[config.mk]
export PLATFORM = sky130hd
export DESIGN_NAME = vga_capture
export DESIGN_NICKNAME = d
export VERILOG_FILES = /design/src/rtl/vga_capture_pkg.sv /design/src/rtl/vga_edge_detect.sv /design/src/rtl/vga_capture.sv
export SDC_FILE = /design/constraint.sdc
export NUM_CORES = 1
export LEC_CHECK = 0
export CELL_PAD_IN_SITES_DETAIL_PLACEMENT = 2
export CELL_PAD_IN_SITES_GLOBAL_PLACEMENT = 2
export CORE_MARGIN = 2
export CORE_UTILIZATION = 30
export DETAILED_ROUTE_END_ITERATION = 6
export PLACE_DENSITY = 0.8
export SYNTH_ARGS = -nofsm -noshare
export SYNTH_HDL_FRONTEND = slang
export SYNTH_HIERARCHICAL = 1
export SYNTH_SLANG_ARGS = --single-unit
[constraint.sdc]
create_clock -name clk -period 2.9 [get_ports clk]
set_input_delay 0.87 -clock clk [delete_from_list [all_inputs] [get_ports clk]]
set_output_delay 0.87 -clock clk [all_outputs]
set_load 0.02 [all_outputs]
[src/rtl/vga_capture_pkg.sv]
// Shared definitions for the video capture path: FSM encoding, default geometry, colour packing.
package vga_capture_pkg;

  typedef enum logic [1:0] {
    ST_IDLE   = 2'd0,
    ST_WAIT   = 2'd1,
    ST_ACTIVE = 2'd2
  } cap_state_e;

  // Default geometry, shared with the display timing generator.
  localparam int DEF_WIDTH       = 1280;
  localparam int DEF_HEIGHT      = 720;
  localparam int DEF_CLIP_HEIGHT = 512;
  localparam int DEF_LINE_BITS   = 11;

  localparam int CLR_BITS  = 3;
  localparam int CLR_R_BIT = 2;
  localparam int CLR_G_BIT = 1;
  localparam int CLR_B_BIT = 0;

  function automatic logic [15:0] sat_inc16(input logic [15:0] v);
    return (v == 16'hFFFF) ? v : v + 16'd1;
  endfunction

endpackage

[src/rtl/vga_edge_detect.sv]
// Input register for one video pin plus rise/fall pulses of the registered value.
// Latency: level 1 clk after the pin, edge pulses valid in that same cycle; no backpressure.
module vga_edge_detect #(
  parameter logic RST_VAL = 1'b0
) (
  input  logic clk,
  input  logic reset,
  input  logic pin,
  output logic lvl,
  output logic rise,
  output logic fall
);

  logic s0_q, s0_d;
  logic prev_q, prev_d;

  always_comb begin
    s0_d   = pin;
    prev_d = s0_q;
  end

  // Resetting both stages to the idle level avoids a phantom edge right after reset.
  always_ff @(posedge clk) begin
    if (reset) begin
      s0_q   <= RST_VAL;
      prev_q <= RST_VAL;
    end else begin
      s0_q   <= s0_d;
      prev_q <= prev_d;
    end
  end

  assign lvl  = s0_q;
  assign rise = s0_q & ~prev_q;
  assign fall = ~s0_q & prev_q;

endmodule

[src/rtl/vga_capture.sv]
// Video-input capture into a frame-buffer write port; pin to wr_* is 2 clk, one pixel per clk, no backpressure.
// Optional timing measurement built when VGA_CAPTURE_MEASURE_EN is defined; otherwise meas_* read 0.
module vga_capture
  import vga_capture_pkg::*;
#(
  parameter int BPP         = 8,
  parameter int BPC         = 8,
  parameter int WIDTH       = DEF_WIDTH,
  parameter int HEIGHT      = DEF_HEIGHT,
  parameter int CLIP_HEIGHT = DEF_CLIP_HEIGHT,
  parameter int ADDR_BITS   = 20,
  parameter int LINE_BITS   = DEF_LINE_BITS
) (
  input  logic                 clk,
  input  logic                 reset,
  input  logic                 capture_en,
  input  logic                 in_hs,
  input  logic                 in_vs,
  input  logic                 in_de,
  input  logic [BPC-1:0]       in_r,
  input  logic [BPC-1:0]       in_g,
  input  logic [BPC-1:0]       in_b,
  output logic                 wr_en,
  output logic [ADDR_BITS-1:0] wr_addr,
  output logic [BPP-1:0]       wr_data,
  output logic                 frame_done,
  output logic                 locked,
  output logic [15:0]          frame_count,
  output logic [15:0]          meas_h_total,
  output logic [15:0]          meas_v_total
);

  localparam logic [LINE_BITS-1:0] W_L    = LINE_BITS'(WIDTH);
  localparam logic [LINE_BITS-1:0] H_L    = LINE_BITS'(HEIGHT);
  localparam logic [LINE_BITS-1:0] CLIP_L = LINE_BITS'(CLIP_HEIGHT);
  localparam logic [LINE_BITS-1:0] Y_MAX  = '1;
  localparam logic [ADDR_BITS-1:0] W_A    = ADDR_BITS'(WIDTH);

  logic vs_lvl, vs_rise, vs_fall;
  logic de_lvl, de_rise, de_fall;
  logic hs_lvl, hs_rise, hs_fall;

  vga_edge_detect #(.RST_VAL(1'b1)) u_vs (
    .clk(clk), .reset(reset), .pin(in_vs), .lvl(vs_lvl), .rise(vs_rise), .fall(vs_fall)
  );
  vga_edge_detect #(.RST_VAL(1'b0)) u_de (
    .clk(clk), .reset(reset), .pin(in_de), .lvl(de_lvl), .rise(de_rise), .fall(de_fall)
  );
  vga_edge_detect #(.RST_VAL(1'b1)) u_hs (
    .clk(clk), .reset(reset), .pin(in_hs), .lvl(hs_lvl), .rise(hs_rise), .fall(hs_fall)
  );

  logic [CLR_BITS-1:0] clr_q, clr_d;

  always_comb begin
    clr_d            = '0;
    clr_d[CLR_R_BIT] = in_r[BPC-1];
    clr_d[CLR_G_BIT] = in_g[BPC-1];
    clr_d[CLR_B_BIT] = in_b[BPC-1];
  end

  cap_state_e state_q, state_d;
  logic       st_wait, st_active;

  always_ff @(posedge clk) begin
    if (reset) state_q <= ST_IDLE;
    else       state_q <= state_d;
  end

  always_comb begin
    state_d = state_q;
    case (state_q)
      ST_IDLE:   if (capture_en) state_d = ST_WAIT;
      ST_WAIT:   if (vs_rise) state_d = ST_ACTIVE;
      ST_ACTIVE: if (vs_rise && !capture_en) state_d = ST_IDLE;
      default:   state_d = ST_IDLE;
    endcase
  end

  always_comb begin
    st_wait   = (state_q == ST_WAIT);
    st_active = (state_q == ST_ACTIVE);
  end

  logic [LINE_BITS-1:0] x_q, x_d, y_q, y_d;
  logic [ADDR_BITS-1:0] base_q, base_d;
  logic                 line_ok_q, line_ok_d;
  logic                 wr_en_q, wr_en_d;
  logic [ADDR_BITS-1:0] wr_addr_q, wr_addr_d;
  logic [BPP-1:0]       wr_data_q, wr_data_d;
  logic [BPP-1:0]       pix_dat;
  logic                 frame_done_q, frame_done_d;
  logic                 locked_q, locked_d;
  logic [15:0]          fcount_q, fcount_d;

  always_comb begin
    pix_dat                 = '0;
    pix_dat[CLR_BITS-1:0]   = clr_q;
  end

  // Line end is folded in before the frame boundary so a coincident DE fall still counts.
  always_comb begin
    x_d          = x_q;
    y_d          = y_q;
    base_d       = base_q;
    line_ok_d    = line_ok_q;
    wr_en_d      = 1'b0;
    wr_addr_d    = wr_addr_q;
    wr_data_d    = wr_data_q;
    frame_done_d = 1'b0;
    locked_d     = locked_q;
    fcount_d     = fcount_q;

    if (st_wait && vs_rise) begin
      x_d       = '0;
      y_d       = '0;
      base_d    = '0;
      line_ok_d = 1'b1;
    end

    if (st_active) begin
      if (de_lvl) begin
        if (y_q < CLIP_L && x_q < W_L) begin
          wr_en_d   = 1'b1;
          wr_addr_d = base_q + ADDR_BITS'(x_q);
          wr_data_d = pix_dat;
        end
        if (x_q != W_L) x_d = x_q + 1'b1;
      end
      if (de_fall) begin
        line_ok_d = line_ok_q && (x_q == W_L);
        if (y_q != Y_MAX) begin
          y_d    = y_q + 1'b1;
          base_d = base_q + W_A;
        end
        x_d = '0;
      end
      if (vs_rise) begin
        frame_done_d = 1'b1;
        locked_d     = line_ok_d && (y_d == H_L);
        fcount_d     = fcount_q + 16'd1;
        x_d          = '0;
        y_d          = '0;
        base_d       = '0;
        line_ok_d    = 1'b1;
      end
    end
  end

  always_ff @(posedge clk) begin
    if (reset) begin
      clr_q        <= '0;
      x_q          <= '0;
      y_q          <= '0;
      base_q       <= '0;
      line_ok_q    <= 1'b0;
      wr_en_q      <= 1'b0;
      wr_addr_q    <= '0;
      wr_data_q    <= '0;
      frame_done_q <= 1'b0;
      locked_q     <= 1'b0;
      fcount_q     <= '0;
    end else begin
      clr_q        <= clr_d;
      x_q          <= x_d;
      y_q          <= y_d;
      base_q       <= base_d;
      line_ok_q    <= line_ok_d;
      wr_en_q      <= wr_en_d;
      wr_addr_q    <= wr_addr_d;
      wr_data_q    <= wr_data_d;
      frame_done_q <= frame_done_d;
      locked_q     <= locked_d;
      fcount_q     <= fcount_d;
    end
  end

  assign wr_en       = wr_en_q;
  assign wr_addr     = wr_addr_q;
  assign wr_data     = wr_data_q;
  assign frame_done  = frame_done_q;
  assign locked      = locked_q;
  assign frame_count = fcount_q;

`ifdef VGA_CAPTURE_MEASURE_EN
  logic [15:0] h_cnt_q, h_cnt_d, v_cnt_q, v_cnt_d;
  logic [15:0] meas_h_q, meas_h_d, meas_v_q, meas_v_d;

  always_comb begin
    h_cnt_d  = sat_inc16(h_cnt_q);
    v_cnt_d  = v_cnt_q;
    meas_h_d = meas_h_q;
    meas_v_d = meas_v_q;
    if (de_rise) begin
      meas_h_d = h_cnt_q;
      h_cnt_d  = 16'd1;
    end
    if (hs_fall) v_cnt_d = sat_inc16(v_cnt_q);
    if (vs_rise) begin
      meas_v_d = v_cnt_d;
      v_cnt_d  = 16'd0;
    end
  end

  always_ff @(posedge clk) begin
    if (reset) begin
      h_cnt_q  <= '0;
      v_cnt_q  <= '0;
      meas_h_q <= '0;
      meas_v_q <= '0;
    end else begin
      h_cnt_q  <= h_cnt_d;
      v_cnt_q  <= v_cnt_d;
      meas_h_q <= meas_h_d;
      meas_v_q <= meas_v_d;
    end
  end

  assign meas_h_total = meas_h_q;
  assign meas_v_total = meas_v_q;
`else
  logic unused_meas;
  assign unused_meas  = hs_fall ^ de_rise;
  assign meas_h_total = '0;
  assign meas_v_total = '0;
`endif

  logic unused_bits;
  assign unused_bits = ^{in_r[BPC-2:0], in_g[BPC-2:0], in_b[BPC-2:0],
                         vs_lvl, vs_fall, hs_lvl, hs_rise};

endmodule

Word level (Yosys, flattened, before mapping)
Index checks and enable logic that the tools add are counted.
{"block": "word_totals", "regBits": 94, "word_cells": 77, "in_bits": 30, "ramBits": 0, "memories": 0, "latchBits": 0, "romBits": 0, "output_inout_bits": 79}
{"block": "op_classes", "n_eq_ne": 9, "n_shift": 0, "multipliers": 0, "n_div": 0, "n_reduce_logical": 12, "n_addsub": 5, "n_lt_le_gt_ge": 2, "bitwise_logic": 5, "mux": 28}
{"operator": "11-bit 2-to-1 mux", "n": 12}
{"operator": "20-bit 2-to-1 mux", "n": 5}
{"operator": "11-bit by 1-bit adder with 11-bit output, second input constant", "n": 2}
{"operator": "11-bit != test, second input constant", "n": 2}
{"operator": "20-bit by 11-bit adder with 20-bit output", "n": 1}
{"operator": "20-bit by 11-bit adder with 20-bit output, second input constant", "n": 1}
{"operator": "16-bit by 1-bit adder with 16-bit output, second input constant", "n": 1}
{"operator": "11-bit by 10-bit == test with 1-bit output, second input constant", "n": 1}
{"operator": "11-bit == test, second input constant", "n": 1}
{"operator": "11-bit by 10-bit < comparator with 1-bit output, second input constant", "n": 1}
{"operator": "11-bit < comparator, second input constant", "n": 1}
{"operator": "1-bit 2-to-1 mux", "n": 7}
{"operator": "2-bit 2-to-1 mux", "n": 3}
{"operator": "2-bit one-hot mux with 3 select lines", "n": 1}
{"operator": "3-bit AND reduction", "n": 2}
{"operator": "1-bit logical AND", "n": 5}
{"operator": "2-bit != test, second input constant", "n": 2}
{"operator": "1-bit NOT", "n": 3}
{"operator": "3-bit OR reduction", "n": 1}
{"operator": "1-bit bitwise AND", "n": 2}
{"operator": "2-bit by 1-bit == test with 1-bit output, second input constant", "n": 1}
{"operator": "2-bit == test, second input constant", "n": 1}
{"operator": "2-bit zero test", "n": 1}
{"operator": "2-bit by 1-bit != test with 1-bit output, second input constant", "n": 1}
{"operator": "3 further kinds", "n": 3}

Depth between registers and ports, before layout
Gate-level depths: netlist of the first run.
{"block": "logic_depth", "word_depth": 9, "ltp_mapped": 8, "mapped_depth_nobuf": 8}

By module
The synthesis of the first run kept the hierarchy.
{"module": "vga_capture", "area_each_um2": 5193.7, "seq_area_each_um2": 1801.7, "n_inst": 1, "cells_each": 648}
{"module": "vga_edge_detect (u_vs)", "area_each_um2": 66.3, "seq_area_each_um2": 40.0, "n_inst": 1, "cells_each": 6}
{"module": "vga_edge_detect (u_de)", "area_each_um2": 65.1, "seq_area_each_um2": 40.0, "n_inst": 1, "cells_each": 6}

Worst setup path before layout of the first run
Ideal clock, no wire load.
{"block": "synth_path", "kind": "register to register", "startpoint": "reg x_q[0]", "endpoint": "reg wr_addr_q[14] (netlist: wr_addr[14])", "n_path_buf": 0, "period_less_slack_ps": 2151, "arrival_time_ps": 2065, "setup_slack_ps": 749, "t_required_ps": 2814, "path_stages_with_launch": 9, "setup_ps": 86, "cell_sequence": "dfxtp_1 -> ha_1 -> fa_1 -> a21o_1 -> nand4_1 -> a311oi_2 -> o311ai_0 -> xor2_1 -> a211oi_1"}
{"block": "synth_via", "elab_chain_cells": 3, "word_cells_on_any_way": 4, "cone_classes": "1 x add/sub; 1 x order compare; 2 x reduce/logical"}
{"item": "from (decl)", "line": "vga_capture.sv:85", "rtl": "logic [LINE_BITS-1:0] x_q, x_d, y_q, y_d;"}
{"item": "from (signal assigned)", "line": "vga_capture.sv:153", "rtl": "x_q <= '0;"}
{"item": "from (signal assigned)", "line": "vga_capture.sv:165", "rtl": "x_q <= x_d;"}
{"item": "11-bit < comparator", "line": "vga_capture.sv:123", "rtl": "if (y_q < CLIP_L && x_q < W_L) begin"}
{"item": "1-bit logical AND", "line": "vga_capture.sv:123"}
{"item": "3-bit AND reduction (no line)"}
{"item": "to (signal assigned)", "line": "vga_capture.sv:170", "rtl": "wr_addr_q <= wr_addr_d;"}
{"item": "to (decl)", "line": "vga_capture.sv:89", "rtl": "logic [ADDR_BITS-1:0] wr_addr_q, wr_addr_d;"}
Parallel ways exist; a longest one is shown, timed or not.
A chain may end at the register's enable or synchronous reset.

Final worst setup path of the first run
{"block": "layout_path", "startpoint": "reg y_q[0]", "endpoint": "reg base_q[19]"}
{"block": "layout_via", "elab_chain_cells": 5}
{"item": "from (decl)", "line": "vga_capture.sv:85"}
{"item": "from (signal assigned)", "line": "vga_capture.sv:166", "rtl": "y_q <= y_d;"}
{"item": "11-bit != test", "line": "vga_capture.sv:132", "rtl": "if (y_q != Y_MAX) begin"}
{"item": "20-bit 2-to-1 mux", "line": "vga_capture.sv:132"}
{"item": "20-bit 2-to-1 mux", "line": "vga_capture.sv:130", "rtl": "if (de_fall) begin"}
{"item": "20-bit 2-to-1 mux", "line": "vga_capture.sv:138", "rtl": "if (vs_rise) begin"}
{"item": "20-bit 2-to-1 mux", "line": "vga_capture.sv:121", "rtl": "if (st_active) begin"}
{"item": "to (signal assigned)", "line": "vga_capture.sv:167", "rtl": "base_q <= base_d;"}
{"item": "to (decl)", "line": "vga_capture.sv:86", "rtl": "logic [ADDR_BITS-1:0] base_q, base_d;"}
Every way passes these cells.

==> flow_summary.json, run 1 <==
{
  "status": "finished, final reports clean",
  "syn_avg_cell_area_um2": 8.07,
  "maxCapViolCount": 0,
  "fmax_mhz": 397,
  "power.total_w": 0.00266,
  "power.density_nw_per_um2": 433,
  "setup_viol": 0,
  "drive_gt1_share_pct": 6.48,
  "final_util_pct": 35.5,
  "synthCells": 658,
  "rsz0062_at_grt": "false",
  "diodes": 0,
  "period_share_pct": 86.9,
  "grt_max_degree": 60,
  "routed_wl_um": 15900,
  "grt_pass1_vias": 5108,
  "ctsLongestPathBuffers": 2,
  "r2r-start": "y_q[0]$_SDFF_PP0_",
  "die_w_um": 137,
  "setup_slack_ps": 381,
  "place_ws_ps": 371,
  "vias_per_cell": 5.24,
  "slew_viol_final": 0,
  "fin_skew_ps": 10.5,
  "swShare_pct": 23.8,
  "grtUsageTotal_pct": 17.6,
  "final_nets": 736,
  "crit_path_end_kind": "flip-flop",
  "area_growth_pct": 15.5,
  "wl_per_cell_um": 17.3,
  "worstHoldStart": "u_vs/lvl$_SDFF_PP1_",
  "grt.overflow.total": 0,
  "intPower_w": 0.00203,
  "cts-resized-gates": 0,
  "p_sw_w": 0.000631,
  "start_kind": "flip-flop",
  "hold_viol": 0,
  "critPathRequiredTime_ps": 3160,
  "die_y_um": 137,
  "min_period_ps": 2520,
  "initial_core_util_pct": 30.7,
  "numPortBuffers": 49,
  "cts_setup_buffers": 0,
  "pwr-share-comb_pct": 5.1,
  "slew_headroom_pct": 29.1,
  "fp-row-count": 48,
  "clock_latency_ps": 360,
  "worst_slew_pin_slew_ps": 1060,
  "clkPwrFrac_pct": 45.8,
  "cts-buffers-inserted": 9,
  "core-area_um2": 17300,
  "cts_tree": "yes",
  "die_area_um2": 18800,
  "netlist_area_um2": 5310,
  "dp_hpwl_um": 11500,
  "cp.arrival_ps": 2780,
  "yosysWarnings": 6,
  "final.setup.tns_ps": 0,
  "vias": 4818,
  "grt_pass1_wl_um": 26300,
  "postRouteAntennaNets": 0,
  "leakage_nw": 2.13,
  "placed_cells": 903,
  "vdd_drop_max_mv": 0.289,
  "critPathLaunch": "y_q[0]$_SDFF_PP0_",
  "worstSetupPathType": "flip-flop to flip-flop",
  "drtPass1Iterations": 4,
  "h-tree-depth": 3,
  "crit_path_max_fanout": 14,
  "cts_num_sinks": 94,
  "path_clk_slew_ps": 60,
  "cts.hold.buffers_added": 0,
  "ioPinCount": 109,
  "cts-root-buf": "clkbuf_16",
  "grt_antenna_before_repair": 0,
  "pwr-share-seq_pct": 49.1,
  "post-route-drc-count": 0,
  "drt_iter0_drc": 166,
  "gp_congestion": 0.880,
  "hold_class": "flip-flop to flip-flop",
  "stdcell_count": 919
}
[stage by stage]
step	hold WS [ps]	cell area, µm²
finish	436	6140
global route	477	6140
detailed placement	425	5840
floorplan	402	5450
CTS	442	6140
global placement	412	5840
[layout make-up]
class                           count  area (µm²)
Fill cell                        1993       11200
Multi-Input combinational cell    513        3050
Sequential cell                    94        1880
Timing Repair Buffer               59         573
Tap cell                          225         282
Clock buffer                       12         246
Clock inverter                      4        55.1
Inverter                           12        45.0
[cell usage in the layout (no fill, tap or decap), types with 11 or more instances in the layout]
cell type,count
nand2_1,78
nand4_1,16
ha_1,16
dfxtp_1,94
inv_1,11
o21ai_0,28
nor3_1,16
a21oi_1,51
conb_1,37
or3_1,15
nand3_1,25
and2_1,13
nor2_1,57
a31oi_1,12
a311oi_1,14
clkdlybuf4s50_1,48
xnor2_1,12
[power by group through the flow]
stage	registers (W)	clock network [W]	logic [W]
after floorplan	0.00133	0	0.000137
after global placement	0.00133	0	0.000130
after detailed placement	0.00133	0	0.000135
after CTS	0.00130	0.00126	0.000135
after global routing	0.00130	0.00132	0.000147
final	0.00130	0.00122	0.000136
[sequential cells by signal (all words and copies together) (netlist names), 2 cells and up]
register     cells
state_q          2
y_q             11
wr_data          3
clr_q            3
base_q          20
x_q             11
wr_addr         20
frame_count     16
[critical path, stage by stage (launching register included)]
cell	delay, ps
dfxtp_1	370
ha_1	330
nand4_1	240
o31ai_4	140
nor2_1	830
o21ai_0	210
a311oi_1	310
[path summary, 6_finish.rpt]
path,to,slack (ps),cells past startpoint
max,base_q[19]$_SDFF_PP0_,380,6
min,u_vs/prev_q$_SDFF_PP1_,440,1
max reg2reg,base_q[19]$_SDFF_PP0_,380,6
min reg2reg,u_vs/prev_q$_SDFF_PP1_,440,1
[layer usage]
metal / part of all wire, % / GRT usage (%) / up-vias
met5: 0 / 0 / -
met4: 1.2 / 4.81 / 0
met3: 3.8 / 3.19 / 13
met2: 50 / 30.8 / 93
met1: 45 / 22.0 / 2366
li1: - / - / 2346
Power figures use the tool's default switching activity.
==> run 2, diff against run 1 <==
- CORE_MARGIN: 2 -> unset
==> run 2 against run 1 <==
Compared with the run above: core utilization fell by 0.12 points; cell area decreased by 0.33%; global-route usage increased by 0.26 points; first-iteration DRC count up 36%; die area down 2.9%; critical path type unchanged.
==> flow_summary.json, run 2 (synthesis gave the netlist of run 1 again) <==
{
  "cts_num_sinks": 94,
  "grtUsageTotal_pct": 17.9,
  "postRouteAntennaNets": 0,
  "slowest_delay_ps": 440,
  "gp_congestion": 0.840,
  "dp_hpwl_um": 11100,
  "min_period_ps": 2500,
  "initial_core_util_pct": 30.7,
  "placed_cells": 901,
  "cp_top_family": "compound AO/OA/AOI/OAI gates",
  "area_growth_pct": 15.2,
  "critPathRequiredTime_ps": 3150,
  "final_util_pct": 35.4,
  "placed_area_um2": 5820,
  "final.setup.tns_ps": 0,
  "crit_path_max_fanout": 4,
  "cts-root-buf": "clkbuf_16",
  "swShare_pct": 24.7,
  "clock_latency_ps": 360,
  "reg2reg_depth": 8,
  "drt_iter0_drc": 225,
  "setup_viol": 0,
  "slew_headroom_pct": 36.0,
  "diodes": 0,
  "intPower_w": 0.00200,
  "fmax_mhz": 400,
  "pwr-share-seq_pct": 49.1,
  "path_clk_slew_ps": 60,
  "cts_tree": "yes",
  "stdcell_count": 917,
  "slew_viol_final": 0,
  "worstPathCellList": "ha_1 > fa_1 > a21o_1 > nand4_1 > a311oi_2 > nor3_1 > or3_1 > a311oi_1",
  "worst_slew_pin_slew_ps": 956,
  "grt_pass1_wl_um": 26000,
  "ioPinCount": 109,
  "drive_gt1_share_pct": 6.50,
  "cts-resized-gates": 0,
  "routed_wl_um": 15700,
  "grt_pass1_vias": 5185,
  "status": "finished, final reports clean",
  "post-route-drc-count": 0,
  "fill_cells": 2015,
  "grt_antenna_before_repair": 0,
  "hold_depth": 2,
  "maxCapViolCount": 0,
  "multi_input_area_um2": 3050,
  "cts_setup_buffers": 0,
  "worstSetupPathType": "flip-flop to flip-flop",
  "cts-buffers-inserted": 9,
  "hold_viol": 0,
  "slowest_stage": "a311oi_2",
  "cts.hold.buffers_added": 0,
  "cp.depth": 8,
  "period_share_pct": 86.2,
  "p_sw_w": 0.000656,
  "grt_max_degree": 87,
  "numPortBuffers": 49,
  "drtPass1Iterations": 5,
  "place_ws_ps": 382,
  "h-tree-depth": 3,
  "vias": 4874,
  "vdd_drop_max_mv": 0.298,
  "final_nets": 734,
  "ctsLongestPathBuffers": 2,
  "hold_class": "flip-flop to flip-flop",
  "leakage_nw": 2.12,
  "die_y_um": 135,
  "setup_slack_ps": 400,
  "clkPwrFrac_pct": 45.9,
  "rsz0062_at_grt": "false",
  "pwr-share-comb_pct": 5.0,
  "die_area_um2": 18200,
  "die_w_um": 135,
  "final_cell_mix": "dfxtp_1 (94), nand2_1 (78), nor2_1 (57), a21oi_1 (51), clkdlybuf4s50_1 (48)",
  "grt.overflow.total": 0,
  "regArea_um2": 1880,
  "core-area_um2": 17300,
  "start_kind": "flip-flop",
  "cp.arrival_ps": 2750,
  "wl_per_cell_um": 17.1,
  "vias_per_cell": 5.32,
  "final_common_cell": "dfxtp_1",
  "fin_area_um2": 6120,
  "critPathBufInv": 0,
  "power.density_nw_per_um2": 434,
  "crit_path_end_kind": "flip-flop",
  "fp-row-count": 48,
  "fin_skew_ps": 16.8
}
run 2: layer usage:
metal / track usage (%) / up-vias / wire length [µm] / part of all wire, %
met5: 0 / - / 0 / 0
li1: - / 2344 / - / -
met3: 3.87 / 14 / 562 / 3.6
met2: 32.3 / 95 / 7930 / 51
met4: 4.06 / 0 / 181 / 1.2
met1: 21.4 / 2421 / 6990 / 45
run 2: power by group through the flow:
stage	clock network (W)	logic [W]	registers, W
4_1_cts	0.00124	0.000132	0.00130
6_report	0.00122	0.000132	0.00130
5_1_grt	0.00131	0.000143	0.00131
3_5_place_dp	0	0.000132	0.00133
3_3_place_gp	0	0.000129	0.00133
2_1_floorplan	0	0.000137	0.00133
run 2: worst min-delay path: cells and delay by family, from the launching register on:
family | cells | cell delay (ps)
DFF | 1 | 310
and+or+nand+nor | 1 | 50
AOI/OAI and AO/OA | 1 | 50
run 2: layout make-up:
cell class                 count  share of cell area [%]
sequential                    94                    30.8
clock inverter                 7                    1.17
inverter                      12                   0.736
tap                          225                    4.60
multi-input combinational    513                    49.9
timing repair buffer          57                    9.12
clock buffer                   9                    3.68
run 2: metrics by stage:
| stage | power, W | hold slack [ps] |
|---|---|---|
| 2_1_floorplan | 0.00147 | 402 |
| 3_3_place_gp | 0.00146 | 413 |
| 3_5_place_dp | 0.00147 | 436 |
| 4_1_cts | 0.00268 | 456 |
| 5_1_grt | 0.00276 | 482 |
| 6_report | 0.00266 | 451 |
run 2: path summary, 6_finish.rpt:
check	from	endpoint	slack (ps)
max	x_q[0]$_SDFF_PP0_	wr_addr[18]$_SDFFE_PP0P_	400
min	clr_q[1]$_SDFF_PP0_	wr_data[1]$_SDFFE_PP0P_	450
max reg2reg	x_q[0]$_SDFF_PP0_	wr_addr[18]$_SDFFE_PP0P_	400
min reg2reg	clr_q[1]$_SDFF_PP0_	wr_data[1]$_SDFFE_PP0P_	450
